### config.mk
export PLATFORM = sky130hd
export DESIGN_NAME = sr_flag_arbiter
export DESIGN_NICKNAME = d
export VERILOG_FILES = /design/src/rtl/sr_flag_arbiter.sv
export SDC_FILE = /design/constraint.sdc
export NUM_CORES = 1
export LEC_CHECK = 0
export CORE_MARGIN = 1
export CORE_UTILIZATION = 39
export CTS_CLUSTER_SIZE = 25
export DETAILED_ROUTE_END_ITERATION = 16
export PLACE_DENSITY = 0.73
export SETUP_SLACK_MARGIN = 0.5
export SKIP_LAST_GASP = 1
export SLEW_MARGIN = 20
export SYNTH_ARGS = -nofsm -noshare
export SYNTH_HDL_FRONTEND = slang
export SYNTH_SLANG_ARGS = --single-unit
### constraint.sdc
create_clock -name clk -period 2.25 [get_ports clk]
set_clock_uncertainty 0.2 [all_clocks]
set_input_delay 0.45 -clock clk [delete_from_list [all_inputs] [get_ports clk]]
set_output_delay 0.45 -clock clk [all_outputs]
set_load 0.1 [all_outputs]
### src/rtl/sr_flag_arbiter.sv
// Round-robin arbiter that lets NREQ requesters set or clear a bank of NFLAG
// SR flag latches, one IDLE -> DRIVE -> ACK transaction at a time.
module sr_flag_arbiter #(
    parameter int NREQ  = 4,
    parameter int NFLAG = 8
) (
    input  logic                             clk,
    input  logic                             rst,
    input  logic [NREQ-1:0]                  req,
    input  logic [NREQ-1:0]                  op,
    input  logic [NREQ*$clog2(NFLAG)-1:0]    idx,
    output logic [NREQ-1:0]                  ack,
    output logic [NFLAG-1:0]                 s_out,
    output logic [NFLAG-1:0]                 r_out,
    output logic [NFLAG-1:0]                 e_out,
    output logic [NFLAG-1:0]                 flags,
    output logic                             busy
);

    localparam int IW = $clog2(NFLAG);
    localparam int PW = (NREQ > 1) ? $clog2(NREQ) : 1;

    localparam logic [1:0] IDLE  = 2'd0;
    localparam logic [1:0] DRIVE = 2'd1;
    localparam logic [1:0] ACK   = 2'd2;

    logic [1:0]       state;
    logic [PW-1:0]    ptr;
    logic [PW-1:0]    winner;

    logic             found;
    logic [PW-1:0]    win_nxt;
    logic [PW:0]      cand;
    logic             op_nxt;
    logic [IW-1:0]    idx_nxt;
    logic [NFLAG-1:0] dec_nxt;

    // Search upward from ptr with wrap; the first requester found wins.
    always_comb begin
        found   = 1'b0;
        win_nxt = '0;
        cand    = '0;
        for (int i = 0; i < NREQ; i++) begin
            cand = {1'b0, ptr} + (PW+1)'(i);
            if (cand >= (PW+1)'(NREQ))
                cand = cand - (PW+1)'(NREQ);
            if (!found && req[cand[PW-1:0]]) begin
                found   = 1'b1;
                win_nxt = cand[PW-1:0];
            end
        end
        op_nxt  = op[win_nxt];
        idx_nxt = idx[win_nxt*IW +: IW];
        dec_nxt = {{(NFLAG-1){1'b0}}, 1'b1} << idx_nxt;
    end

    // Strobes and the shadow flag are registered at the grant edge, so they
    // appear during the DRIVE cycle and carry the op/idx sampled at grant.
    always_ff @(posedge clk) begin
        if (rst) begin
            state <= IDLE;
            ptr   <= '0;
            flags <= '0;
            ack   <= '0;
            s_out <= '0;
            r_out <= '0;
            e_out <= '0;
            busy  <= 1'b0;
        end else begin
            ack   <= '0;
            s_out <= '0;
            r_out <= '0;
            e_out <= '0;
            case (state)
                IDLE: begin
                    if (found) begin
                        e_out          <= dec_nxt;
                        s_out          <= op_nxt ? dec_nxt : '0;
                        r_out          <= op_nxt ? '0 : dec_nxt;
                        flags[idx_nxt] <= op_nxt;
                        state          <= DRIVE;
                        busy           <= 1'b1;
                    end
                end
                DRIVE: begin
                    ack   <= {{(NREQ-1){1'b0}}, 1'b1} << winner;
                    state <= ACK;
                end
                ACK: begin
                    ptr   <= (winner == PW'(NREQ-1)) ? '0 : winner + 1'b1;
                    state <= IDLE;
                    busy  <= 1'b0;
                end
                default: begin
                    state <= IDLE;
                    busy  <= 1'b0;
                end
            endcase
        end
    end

    always_ff @(posedge clk) begin
        if (state == IDLE && found)
            winner <= win_nxt;
    end

endmodule
* Word level (Yosys, flattened, before mapping)
Index checks and enable logic that the tools add are counted.
** Operators by class
- $add $sub $neg :: 8
- $mul :: 1
- $lt $le $gt $ge :: 11
- Equality and inequality tests :: 4
- Shift-type cells :: 3
- Multiplexer cells :: 30
- Bitwise operators :: 4
- Reduce and logical (&&, ||, !) cells :: 15
** Operator list (number)
- $mux W2 :: 10
- $lt A2 B3 Y1 const B :: 5
- $shiftx A12 B5 Y3 :: 1
- $mux W1 :: 11
- $bmux W1 S2 :: 5
- $ge A3 B3 Y1 const B :: 3
- $bwmux W8 :: 1
- $reduce_or A4 Y1 :: 2
- $shl A1 B3 Y8 const A :: 1
- $sub A2 B1 Y2 const B :: 4
- $add A2 B2 Y3 const B :: 2
- $logic_and A1 B1 Y1 :: 5
- $eq A2 B2 Y1 const B :: 2
- $lt A3 B4 Y1 const B :: 1
- $mul A2 B2 Y4 const B :: 1
- $not A1 Y1 :: 4
- $pmux W2 S2 :: 1
- $reduce_and A2 Y1 :: 2
- $shl A1 B2 Y4 const A :: 1
- $add A2 B1 Y3 const B :: 1
- $demux W1 S3 :: 1
- $ge A2 B3 Y1 const B :: 1
- $ge A3 B1 Y1 const B :: 1
- $logic_not A1 Y1 :: 3
- 7 further kinds :: 7
** Storage, ports and cells
- Register bits :: 43

* Logic depth before layout (Yosys ltp)
- Depth after elaboration :: 21
- Depth in mapped cells :: 9

* Worst setup path before layout
No wires, ideal clock.
- Path kind :: input to register
- Start point :: input port req[0]
- End point :: register flags[7]
- Setup time :: 92 ps
- Data arrival time :: 2011 ps
- Data required time :: 1958 ps
- Path slack :: -53 ps
- Stages :: 8
- Path buffers :: 1
- Cell sequence :: and2_4 -> and2_0 -> or3_4 -> clkinv_4 -> mux2_2 -> or2_0 -> buf_2 -> o32ai_1
** Between the ends
- Word-level cells in the longest chain between the ends :: 19
** RTL lines
- from (decl) :: RTL line 9 : input logic [NREQ-1:0] req,
- $bmux W1 S2 :: RTL line 47 : if (!found && req[cand[PW-1:0]]) begin
- $mux W1 (implied by the code) :: RTL line 47
- $mux W1 :: RTL line 47
- $logic_not A1 Y1 :: RTL line 47
- $logic_and A1 B1 Y1 :: RTL line 47
- $mux W1 :: RTL line 47
- $logic_not A1 Y1 :: RTL line 47
- $logic_and A1 B1 Y1 :: RTL line 47
- [4 not listed]
- named net win_nxt[0] :: RTL line 32 : logic [PW-1:0] win_nxt;
- $mul A2 B2 Y4 :: RTL line 53 : idx_nxt = idx[win_nxt*IW +: IW];
- $shiftx A12 B5 Y3 :: RTL line 53
- $lt A3 B4 Y1 (implied by the code) or $ge A3 B1 Y1 (tied branches) :: RTL line 80 : flags[idx_nxt] <= op_nxt;
- $logic_and A1 B1 Y1 (implied by the code) :: RTL line 80
- $mux W1 (implied by the code) :: RTL line 80
- $demux W1 S3 :: RTL line 80
- $bwmux W8 * :: RTL line 80
- to (signal, indexed assignment) :: RTL line 80
- to (decl) :: RTL line 16 : output logic [NFLAG-1:0] flags,
Mark *: on every way through the listed nets, which the timed path passes. The rest lies on a longest branch. The select of a mux whose other input is x is not followed.
A chain may end at the register's enable or synchronous reset.

* Final worst setup path
- Start point :: register ptr[1]
- End point :: register flags[6]
** Between the ends
- Word-level cells in the longest chain between the ends :: 21
** RTL lines
- from (decl) :: RTL line 28 : logic [PW-1:0] ptr;
- from (signal assigned) :: RTL line 90 : ptr <= (winner == PW'(NREQ-1)) ? '0 : winner + 1'b1;
- branches (longest 13 deep; another with $add A2 B1 Y3)
- $mux W2 * :: RTL line 47
- named net win_nxt[0] :: RTL line 32
- $mul A2 B2 Y4 :: RTL line 53
- $shiftx A12 B5 Y3 :: RTL line 53
- $lt A3 B4 Y1 (implied by the code) or $ge A3 B1 Y1 (tied branches) :: RTL line 80
- $logic_and A1 B1 Y1 (implied by the code) :: RTL line 80
- $mux W1 (implied by the code) :: RTL line 80
- $demux W1 S3 :: RTL line 80
- $bwmux W8 * :: RTL line 80
Mark *: on every way through the listed nets, which the timed path passes. The select of a mux whose other input is x is not followed.

==> impl_metrics.ini <==
[global_route]
grt_antenna_before_repair = 0
grt_pass1_vias = 1400
grt_max_degree = 13
track_usage_pct = 18.1
grt_pass1_wl_um = 6130
gr-total-overflow = 0

[placement]
port_buffers = 58
dpl_cell_area_sq_um = 2420
dp_slack_ps = -573
place_congestion = 0.782
dpl.hpwl_um = 2870

[clock_network]
cts_tree = built
clockBufferDepth = 2
cts.clk_slew.worst_paths_ps = 70
cts_buffers = 5
root_buffer = clkbuf_8
worstSkewPairLatency_ps = 290
h-tree-depth = 2
clock_sinks = 43

[timing]
fin_crit_sh_pct = 101
layout_setup_ws_ps = -21.7
slew_headroom_pct = 74.2
finalHoldViolCount = 0
drv_slew = 0
min_period_ps = 2270
worst_pin_slew_ps = 381
holdWs_ps = 273
setup_tns_ps = -21.7
max_freq_mhz = 440
setup_viol = 1
rsz0062_at_grt = true

[finish]
final_common_cell = buf_4
final_cell_mix = buf_4, dfxtp_1, nor2_1
area_delta_synth_final_pct = 65.0
nets = 284
drive_gt1_share_pct = 51.5
antennaDiodeCount = 0
final_cell_area_sq_um = 2790

[die]
row_count = 23
dieArea_sq_um = 4610
io_pins = 59
initial_core_util_pct = 41.4
core_sq_um = 4090
fp.dieH_um = 67.9
die_w_um = 67.9

[yosys]
synthTopCellsByArea = dfxtp_1, nor2_1, nand3_1
netlist_area_sq_um = 1690
yosysWarnings = 0
ys_types = 44
yosysTopAreaCell = dfxtp_1
ys_ff_latch = 43
syn-num-nets = 193
syn_avg_cell_area_sq_um = 9.96
postSynthCellCount = 170
synth_top_area_share_pct = 48.5
seq_area_frac_synth_pct = 52.0

[routing]
dr_wl_met2_um = 2110
drt-met1-wl_um = 1730
highest_layer = met4
routed_wl_um = 4110
detail-route-antenna-nets = 0
post_drt_via_cell_ratio = 4.96
dr.pass1.iters = 4
drtIter0Drc = 74
vias = 1546
drc_errors = 0
wl_per_cell_um = 13.2
dr_wl_met3_um = 189

[power_and_ir_drop]
power.density_nw_per_um2 = 729
p_leak_nw = 1.16
max-vdd-ir-drop_uv = 322

[flow_run]
drv_cap = 0

[min_path]
hp-class = register to register

[run_status]
status = finished, violations left
violations = setup timing

[setup_path]
critPathKind = register to register
worstPathArrival_ps = 2240
path_max_fanout = 11
crit_required_ps = 2220
crit_path_start_kind = register
cp-end-kind = register
==> cells in the mapped netlist, drive strengths merged <==
| cell type | number |
|---|---|
| nor3 | 1 |
| a21oi | 2 |
| nand3b | 1 |
| mux2i | 4 |
| nand2 | 7 |
| o211ai | 3 |
| o32ai | 5 |
| inv | 9 |
| or2 | 2 |
| edfxtp | 2 |
| nor4b | 1 |
| o21ba | 1 |
| and3 | 5 |
| and2 | 2 |
| o21a | 1 |
| buf | 4 |
| mux2 | 1 |
| ha | 1 |
| clkbuf | 1 |
| dfxtp | 41 |
| nor2 | 31 |
| nor4 | 2 |
| nor2b | 1 |
| o21ai | 9 |
| clkinv | 1 |
| or3 | 3 |
| o21bai | 1 |
| nor3b | 4 |
| o311ai | 3 |
| o22ai | 1 |
| nand2b | 5 |
| nand3 | 14 |
| o211a | 1 |
==> per-stage QoR <==
| stage | std cells | util (%) | power, mW |
|---|---|---|---|
| 6_report | 312 | 68.4 | 2.04 |
| 3_5_place_dp | 299 | 59.2 | 1.48 |
| 3_3_place_gp | 299 | 59.2 | 1.47 |
| 2_1_floorplan | 170 | - | 1.28 |
| 5_1_grt | 312 | 68.4 | 2.12 |
| 4_1_cts | 311 | 64.5 | 1.98 |
==> critical path, cell delays in order (launching register included) <==
cell and delay [ps]:
dfxtp_4 370, and2_4 150, and2_4 130, or3_4 430, clkinv_4 90, nand3_1 140
nand2_4 180, nor4b_1 360, o32ai_1 120
==> routing by layer <==
metal,up-vias,track usage (%)
li1,772,-
met1,719,21.4
met2,47,30.6
met3,8,4.67
met4,0,8.33
met5,-,0
==> timing repair <==
action,4_1_cts,5_1_grt
gates resized for setup,53,34
pin swaps,12,11
hold buffers,0,0
buffers inserted,4,1
gates cloned,0,0
endpoints found under the setup margin,37,34
==> layout make-up <==
| class | instances | area [sq um] |
|---|---|---|
| sequential | 43 | 885 |
| multi-input combinational | 112 | 977 |
| inverter | 10 | 42.5 |
| timing repair buffer | 89 | 746 |
| tap | 50 | 62.6 |
| clock inverter | 1 | 5.00 |
| clock buffer | 7 | 76.3 |
| fill | 316 | 1290 |
==> power by group <==
group	total (mW)	switching (mW)	internal, mW
clock network	0.454	0.237	0.218
logic	0.749	0.473	0.276
registers	0.833	0.0246	0.809
total	2.04	0.735	1.30
==> state kept, by name (all words and copies together), names as in the netlist, 2 cells and up <==
| name | flops |
|---|---|
| e_out | 8 |
| flags | 8 |
| r_out | 8 |
| s_out | 8 |
| ack | 4 |
| ptr | 2 |
| state | 2 |
| winner | 2 |
==> final timing paths <==
path              endpoint  cells after the start  slack [ps]   start
setup / recovery  flags[6]                      8         -20  ptr[1]
hold / removal        busy                      1         270    busy
setup reg to reg  flags[6]                      8         -20  ptr[1]
hold reg to reg       busy                      1         270    busy
==> cells by family after synthesis <==
kind of cell	Yosys count	share of synthesized area [%]
muxes	5	3.03
buffers and inverters	15	4.43
AOI/OAI and AO/OA	27	14.0
DFF	43	52.0
and+or+nand+nor	79	25.7
adders and majority gates	1	0.739
Power figures use the tool's default switching activity.
